`config.mk`:
```
export PLATFORM = sky130hd
export DESIGN_NAME = fetch_ctrl
export DESIGN_NICKNAME = d
export VERILOG_FILES = /design/src/rtl/fetch_ctrl_pkg.sv /design/src/rtl/fetch_pc_sel.sv /design/src/rtl/fetch_ctrl.sv
export SDC_FILE = /design/constraint.sdc
export NUM_CORES = 1
export LEC_CHECK = 0
export CORE_MARGIN = 8
export CORE_UTILIZATION = 41
export DETAILED_ROUTE_END_ITERATION = 6
export PLACE_DENSITY = 0.85
export SYNTH_ARGS = -nofsm -noshare
export SYNTH_HDL_FRONTEND = slang
export SYNTH_SLANG_ARGS = --single-unit
```
`constraint.sdc`:
```
create_clock -name clk -period 2.6 [get_ports clk]
set_clock_uncertainty 0.2 [all_clocks]
set_input_delay 0.26 -clock clk [delete_from_list [all_inputs] [get_ports clk]]
set_output_delay 0.26 -clock clk [all_outputs]
set_load 0.005 [all_outputs]
```
`src/rtl/fetch_ctrl_pkg.sv`:
```
// rtl/fetch_ctrl_pkg.sv - shared widths, reset PC and FSM states for the fetch controller
package fetch_ctrl_pkg;

    localparam int unsigned      FC_ADDR_W   = 64;
    localparam int unsigned      FC_INST_W   = 32;
    localparam logic [63:0]      FC_PC_START = 64'h0000_0000_8000_0000;

    typedef enum logic [1:0] {
        FC_IDLE = 2'd0,
        FC_REQ  = 2'd1,
        FC_WAIT = 2'd2,
        FC_HOLD = 2'd3
    } fc_state_e;

endpackage

```
`src/rtl/fetch_pc_sel.sv`:
```
// rtl/fetch_pc_sel.sv - next-PC arbitration: trap over branch/jump over sequential advance
module fetch_pc_sel
    import fetch_ctrl_pkg::*;
#(
    parameter int unsigned ADDR_W = FC_ADDR_W
) (
    input  logic              advance_i,
    input  logic [ADDR_W-1:0] pc_i,
    input  logic              trap_valid_i,
    input  logic [ADDR_W-1:0] trap_pc_i,
    input  logic              bj_ena_i,
    input  logic [ADDR_W-1:0] bj_target_i,
    output logic              redir_o,
    output logic [ADDR_W-1:0] next_pc_o
);

    logic [ADDR_W-1:0] target;

    always_comb begin
        target      = trap_valid_i ? trap_pc_i : bj_target_i;
        target[1:0] = 2'b00;
        redir_o     = trap_valid_i | bj_ena_i;
        if (redir_o) begin
            next_pc_o = target;
        end else if (advance_i) begin
            next_pc_o = pc_i + ADDR_W'(4);
        end else begin
            next_pc_o = pc_i;
        end
    end

endmodule

```
`src/rtl/fetch_ctrl.sv`:
```
// rtl/fetch_ctrl.sv - PC owner and single-outstanding instruction fetch sequencer
module fetch_ctrl
    import fetch_ctrl_pkg::*;
#(
    parameter int unsigned       ADDR_W   = FC_ADDR_W,
    parameter int unsigned       INST_W   = FC_INST_W,
    parameter logic [ADDR_W-1:0] PC_START = ADDR_W'(FC_PC_START)
) (
    input  logic              clk,
    input  logic              rst_n,
    input  logic              trap_valid,
    input  logic [ADDR_W-1:0] trap_pc,
    input  logic              bj_ena,
    input  logic [ADDR_W-1:0] bj_target,
    output logic              imem_req_valid,
    input  logic              imem_req_ready,
    output logic [ADDR_W-1:0] imem_req_addr,
    input  logic              imem_rsp_valid,
    input  logic [INST_W-1:0] imem_rsp_data,
    output logic              if_valid,
    input  logic              if_ready,
    output logic [ADDR_W-1:0] if_pc,
    output logic [INST_W-1:0] if_inst
);

    fc_state_e         state_q;
    logic [ADDR_W-1:0] pc_q;
    logic [ADDR_W-1:0] pc_d;
    logic [ADDR_W-1:0] if_pc_q;
    logic [INST_W-1:0] if_inst_q;
    logic              kill_q;
    logic              req_valid_q;
    logic              if_valid_q;
    logic              redir;
    logic              advance;

    assign advance = (state_q == FC_HOLD) && if_ready;

    fetch_pc_sel #(
        .ADDR_W (ADDR_W)
    ) u_pc_sel (
        .advance_i    (advance),
        .pc_i         (pc_q),
        .trap_valid_i (trap_valid),
        .trap_pc_i    (trap_pc),
        .bj_ena_i     (bj_ena),
        .bj_target_i  (bj_target),
        .redir_o      (redir),
        .next_pc_o    (pc_d)
    );

    always_ff @(posedge clk or negedge rst_n) begin
        if (!rst_n) begin
            state_q     <= FC_IDLE;
            pc_q        <= PC_START;
            kill_q      <= 1'b0;
            req_valid_q <= 1'b0;
            if_valid_q  <= 1'b0;
            if_pc_q     <= '0;
            if_inst_q   <= '0;
        end else begin
            if (state_q != FC_IDLE) begin
                pc_q <= pc_d;
            end
            case (state_q)
                FC_IDLE: begin
                    state_q     <= FC_REQ;
                    req_valid_q <= 1'b1;
                end
                FC_REQ: begin
                    // A redirect racing the acceptance marks the in-flight fetch as stale.
                    if (imem_req_ready) begin
                        state_q     <= FC_WAIT;
                        req_valid_q <= 1'b0;
                        kill_q      <= redir;
                    end
                end
                FC_WAIT: begin
                    if (imem_rsp_valid) begin
                        kill_q <= 1'b0;
                        if (redir || kill_q) begin
                            state_q     <= FC_REQ;
                            req_valid_q <= 1'b1;
                        end else begin
                            state_q    <= FC_HOLD;
                            if_valid_q <= 1'b1;
                            if_pc_q    <= pc_q;
                            if_inst_q  <= imem_rsp_data;
                        end
                    end else if (redir) begin
                        kill_q <= 1'b1;
                    end
                end
                FC_HOLD: begin
                    if (redir || if_ready) begin
                        state_q     <= FC_REQ;
                        req_valid_q <= 1'b1;
                        if_valid_q  <= 1'b0;
                    end
                end
                default: begin
                    state_q <= FC_IDLE;
                end
            endcase
        end
    end

    assign imem_req_valid = req_valid_q;
    assign imem_req_addr  = pc_q;
    assign if_valid       = if_valid_q;
    assign if_pc          = if_pc_q;
    assign if_inst        = if_inst_q;

endmodule

```
==> impl_metrics.ini, run 1 <==
[run_status]
status = completed

[floorplanning]
die_w_um = 162.1
num_rows = 53
dieArea_um2 = 26280
io_pins = 329
coreArea_um2 = 21020
die_h_um = 162.1
start_util_pct = 41.65

[sta]
finalCritPeriodShare_pct = 95.17
final-setup-viol-count = 0
min_period_ns = 2.474
slew_headroom_pct = 64.12
fmax_mhz = 404.1
rsz0062_at_grt = no
tightest_slew_ns = 0.5340
drv_slew = 0
finalSetupTns_ns = 0
hold_viol_final = 0

[setup_path]
cpMostUsedCell = or4_1
cp_max_fo = 8
cpLargestDelayFamily = simple AND/OR/NAND/NOR gates
cp_num_buf_inv = 0
path_class = flip-flop to flip-flop
rr_worst_depth = 5
cp.depth = 5
cp.required_ns = 2.74
cp.arrival_ns = 2.61
crit_chain = nand4_1 > or4_1 > or4_1 > o31a_1 > o22ai_1
crit_path_end_kind = flip-flop
slowest_stage = or4_1
slowest_delay_ns = 0.62
start_kind = flip-flop

[logic_synthesis]
synthArstFlopShare_pct = 100.0
synth_ff_type = dfrtp_1
synthCells = 895
avgSynthCellArea_um2 = 9.782
syn_area_um2 = 8755
yosys_warnings = 0
synth_enable_flop_cells = 0
ys_seq_area_share_pct = 46.03
synth_seq_cells = 161
yosysUniqueCellTypes = 65

[clocking]
clock-sinks = 161
cts.root.buffer_cell = clkbuf_16
ctsLongestPathBuffers = 2
clk_pin_slew_ns = 0.07
h-tree-depth = 4
insertion_delay_ns = 0.43
tritoncts = done
cts_buffers = 17

[power_and_ir_drop]
power.density_nw_per_um2 = 981.3
ir_worst_vdd_mv = 0.5206
p_leak_nw = 5.755

[drt]
routed_via_density = 6.030
vias = 9382
routed_wl_mm = 34.87
drtAntennaViolNets = 0
wire_per_inst_um = 22.41
firstDrtPassIters = 7
drtIter0Drc = 914
drc_errors = 0

[placement]
io_buffers = 320
hpwl_mm = 26.59
gp_congestion = 0.9101

[final_layout]
final_common_cell = clkdlybuf4s50_1
final_cell_mix = 318 x clkdlybuf4s50_1, 160 x dfrtp_1, 98 x buf_4
fillers = 1631
nNetsFinal = 1439
areaGrowthSynthToFinish_pct = 55.17
post-route-util_pct = 64.62
drive_gt1_share_pct = 19.06

[job]
max_cap_violations = 0

[grt]
grt_pass1_vias = 9571
grt-ovfl-total = 0
antenna_found_initial = 2
grt_first_pass_wirelength_mm = 53.41
gr-usage-all-layers_pct = 25.85
grt_max_degree = 69

[hold_path]
hold_class = input pin to asynchronous set/reset pin
[power breakdown]
part	leakage (nW)	switching (W)	internal [W]
sequential	2.08	0.000878	0.00348
combinational	3.37	0.00282	0.00340
clock	0.306	0.00107	0.00167
total	5.76	0.00478	0.00855
[synthesized netlist by cell type (4+ instances only)]
library cell / count / area (um^2)
ha_1: 5 / 62.56
and4_1: 6 / 52.55
a31oi_1: 9 / 56.30
o221ai_1: 6 / 52.55
mux2i_1: 8 / 80.08
dfrtp_1: 160 / 4004
o311ai_0: 6 / 52.55
nand4_1: 40 / 250.2
o22a_1: 4 / 35.03
a21oi_1: 39 / 195.2
nand2b_1: 8 / 50.05
inv_1: 19 / 71.32
or3_1: 9 / 56.30
o22ai_1: 9 / 56.30
or4_1: 10 / 75.07
o211ai_1: 8 / 60.06
buf_2: 4 / 20.02
a22o_1: 11 / 96.34
a22oi_1: 35 / 262.8
clkbuf_1: 60 / 225.2
nor4_1: 27 / 168.9
nand3_1: 33 / 165.2
a311o_1: 5 / 50.05
buf_4: 5 / 37.54
o21ai_0: 55 / 275.3
and3_1: 11 / 68.82
and2_1: 6 / 37.54
o31ai_1: 9 / 67.56
nand2_1: 75 / 281.5
nor3_1: 19 / 95.09
a311oi_1: 4 / 35.03
buf_1: 6 / 22.52
nor2_1: 43 / 161.4
mux2_2: 88 / 991.0
[stage by stage]
step / std cells / hold slack [ns] / area, um^2 / setup WS [ns] / power, W
after floorplan: 898 / -0.2356 / 8766 / 0.1155 / 0.006528
after global placement: 1520 / 0.04410 / 12890 / 0.1547 / 0.01035
after detailed placement: 1520 / 0.04096 / 12890 / 0.05747 / 0.01053
after CTS: 1553 / 0.1832 / 13540 / 0.05778 / 0.01332
after global routing: 1556 / 0.2067 / 13580 / 0.006343 / 0.01403
final: 1556 / 0.1721 / 13580 / 0.1256 / 0.01333
[cell families (layout without fill, tap and decap cells)]
kind of cell               after synthesis  in the layout  share of synthesized area, %
and+or+nand+nor                        303            303                         18.38
DFF                                    161            161                         46.03
adders and majority gates                5              5                        0.7146
AOI/OAI and AO/OA                      235            235                         18.29
buffers and inverters                   94            476                         4.302
other                                    1              5                       0.04283
muxes                                   96             96                         12.23
[worst paths after layout]
check                                             start                       endpoint  slack, ns
setup / recovery           imem_req_addr[5]$_DFFE_PN0P_  imem_req_addr[53]$_DFFE_PN0P_       0.13
hold / removal                                    rst_n          if_pc[58]$_DFFE_PN0P_       0.17
setup reg to reg           imem_req_addr[5]$_DFFE_PN0P_  imem_req_addr[53]$_DFFE_PN0P_       0.13
hold reg to reg                   if_pc[60]$_DFFE_PN0P_          if_pc[60]$_DFFE_PN0P_       0.28
max in group asynchronous                         rst_n         state_q[1]$_DFFE_PN0P_       1.28
min in group clk                             trap_pc[9]   imem_req_addr[9]$_DFFE_PN0P_       0.20
[layout make-up]
class | instances | area [um^2] | share of cell area, %
Antenna cell | 1 | 2.502 | 0.01842
Clock buffer | 21 | 460.4 | 3.390
Clock inverter | 11 | 177.7 | 1.308
Inverter | 19 | 71.32 | 0.5250
Multi-Input combinational cell | 643 | 4433 | 32.63
Sequential cell | 161 | 4030 | 29.67
Tap cell | 275 | 344.1 | 2.533
Timing Repair Buffer | 425 | 4065 | 29.93
[worst reg2reg max path: cells and delay by family, from the launching register on]
family | cells | cell delay, ns
AOI/OAI and AO/OA | 2 | 0.41
DFF | 1 | 0.49
and+or+nand+nor | 3 | 1.28
[per-layer routing]
metal	share of wire (%)	GRT usage (%)
met1	41	32.36
met2	46	41.23
met3	9.3	6.808
met4	4.0	11.70
met5	0.037	0
[state kept, by name, indices dropped and copies added (netlist names)]
name and count:
if_valid 1, if_inst 32, kill_q 1, if_pc 62
imem_req_valid 1, state_q 2, imem_req_addr 62
[repair_timing]
item | CTS | global route
resized for setup | 0 | 5
setup endpoints to repair | 0 | 7
setup buffers | 0 | 2
hold buffers | 1 | 0
endpoints found under the hold margin | 72 | 0
Note: power is estimated with default switching activity, not from simulation.
==> run 2, diff against run 1 <==
CORE_UTILIZATION = 53   (was 41)
DONT_BUFFER_PORTS = 1   (was unset)
PLACE_DENSITY = 0.78   (was 0.85)
==> run 2 against run 1 <==
  * Via count shrank 5.2%
  * Worst setup slack got worse by 0.049 ns
  * Wire length fell by 1.8%
  * Largest cell class unchanged
  * Sequential power grew 5%
  * The flow now finishes with violations (DRC, hold timing)
  * Die area fell by 21%
  * Design area decreased by 15%
  * Maximum frequency shrank 1.9%
==> impl_metrics.ini, run 2 (synthesis results as in run 1) <==
[run_status]
status = finished, violations left
violations = DRC, hold timing

[setup_path]
cp.arrival_ns = 2.63
cp.required_ns = 2.71
rrSetupSlack_ns = 0.08
start_kind = flip-flop
reg2reg_to = imem_req_addr[60]$_DFFE_PN0P_
path_class = flip-flop to flip-flop
startpoint = imem_req_addr[21]$_DFFE_PN0P_
cp_max_fo = 6
crit_path_end_kind = flip-flop
rr_worst_depth = 7
reg2reg_from = imem_req_addr[21]$_DFFE_PN0P_

[drt]
drtIter0Drc = 970
routed_wl_mm = 34.26
wire_per_inst_um = 26.21
drtAntennaViolNets = 0
vias = 8893
firstDrtPassIters = 7
routed_via_density = 6.804
drc_errors = 2

[placement]
hpwl_mm = 23.00
io_buffers = 0
place_ws_ns = -0.01191
gp_congestion = 0.9676

[final_layout]
ff_latch_area_um2 = 4034
drive_gt1_share_pct = 21.94
final_cell_mix = 157 x dfrtp_1, 134 x dlygate4sd3_1, 91 x buf_4
areaGrowthSynthToFinish_pct = 31.51
final_common_cell = dfrtp_1
fillers = 1231
multi_input_area_um2 = 4425
nNetsFinal = 1244

[sta]
final-setup-viol-count = 0
slew_headroom_pct = 57.94
min_period_ns = 2.523
finalCritPeriodShare_pct = 97.05
fmax_mhz = 396.3
worst_slack_ns = 0.07661
rsz0062_at_grt = no
hold_ws_ns = -0.6792
hold_viol_final = 162
drv_slew = 0
tightest_slew_ns = 0.6252

[clocking]
cts.root.buffer_cell = clkbuf_16
insertion_delay_ns = 0.43
ctsLongestPathBuffers = 2
h-tree-depth = 4
tritoncts = done
clk_pin_slew_ns = 0.07
clock-sinks = 161
cts_buffers = 17
hold_buffers = 135

[grt]
grt_pass1_vias = 8841
antenna_found_initial = 2
grt_first_pass_wirelength_mm = 51.28
gr-usage-all-layers_pct = 32.24
grt_max_degree = 162
grt-ovfl-total = 0

[floorplanning]
start_util_pct = 53.55
die_h_um = 144.5
io_pins = 329
die_w_um = 144.5
num_rows = 47
coreArea_um2 = 16350
dieArea_um2 = 20890

[power_and_ir_drop]
power.density_nw_per_um2 = 978.8
p_leak_nw = 5.007
ir_worst_vdd_mv = 0.7435

[job]
max_cap_violations = 0

[hold_path]
hold_class = input pin to asynchronous set/reset pin
[run 2: changes by cell type in the layout (fill, tap and decap cells not counted), moves of 2 or more]
| cell | change |
|---|---|
| dfrtp_2 | +3 |
| clkinv_4 | +2 |
| clkbuf_8 | -2 |
| o311ai_0 | -2 |
| bufinv_16 | -3 |
| buf_4 | -7 |
| clkdlybuf4s50_1 | -318 |
| dfrtp_1 | -3 |
| dlygate4sd3_1 | +133 |
| inv_6 | +4 |
[run 2: power breakdown]
| group | internal, W | switching (W) | leakage [nW] | total [W] |
|---|---|---|---|---|
| Combinational | 0.00183 | 0.00239 | 2.65 | 0.00422 |
| Sequential | 0.00349 | 0.00107 | 2.08 | 0.00456 |
| Clock | 0.00135 | 0.00114 | 0.281 | 0.00249 |
[run 2: area by class of cell]
type	instances	area share, %
multi-input cells	643	38.44
flip-flops and latches	161	35.04
repair buffers	230	18.45
clock buffers	18	3.727
well taps	220	2.391
clock inverters	14	1.293
inverters	19	0.6194
diodes	2	0.04347
[run 2: how the worst max path moves through the flow]
stage          cells past startpoint                       endpoint  slack [ns]
3_5_place_dp                       6  imem_req_addr[63]$_DFFE_PN0P_       -0.01
5_1_grt                            7  imem_req_addr[60]$_DFFE_PN0P_       0.003
4_1_cts                            7  imem_req_addr[31]$_DFFE_PN1P_        0.04
2_1_floorplan                      7  imem_req_addr[53]$_DFFE_PN0P_        0.12
3_3_place_gp                       6  imem_req_addr[63]$_DFFE_PN0P_        0.11
6_report                           7  imem_req_addr[60]$_DFFE_PN0P_        0.08
[run 2: timing repair]
item / CTS / global route
buffers inserted: 0 / 3
endpoints found under the setup margin: 1 / 5
pin swaps: 0 / 2
gates resized for setup: 1 / 9
endpoints found under the hold margin: 250 / 161
[run 2: stage by stage]
step | TNS, ns | cells | total power (W) | util [%] | area, um^2
4_1_cts | 0 | 1302 | 0.01110 | 70.12 | 11460
2_1_floorplan | 0 | 898 | 0.006528 | - | 8766
3_3_place_gp | 0 | 1135 | 0.008225 | 58.22 | 9518
3_5_place_dp | -0.01191 | 1135 | 0.008381 | 58.22 | 9518
5_1_grt | 0 | 1306 | 0.01182 | 70.41 | 11510
6_report | 0 | 1307 | 0.01127 | 70.43 | 11510
[run 2: per-layer routing]
metal / track usage, % / part of all wire (%) / vias to the layer above
met1: 40.25 / 38 / 4376
met3: 10.07 / 12 / 107
met2: 50.46 / 46 / 645
met4: 14.35 / 3.8 / 2
met5: 0 / 0.035 / -
li1: - / - / 3763
[run 2: critical path, stage by stage (launching register included)]
cell and delay (ns):
dfrtp_1 0.36, nand4_2 0.18, buf_4 0.21, nor4_1 0.28
buf_4 0.18, nand4_1 0.34, buf_4 0.30, a311o_1 0.35
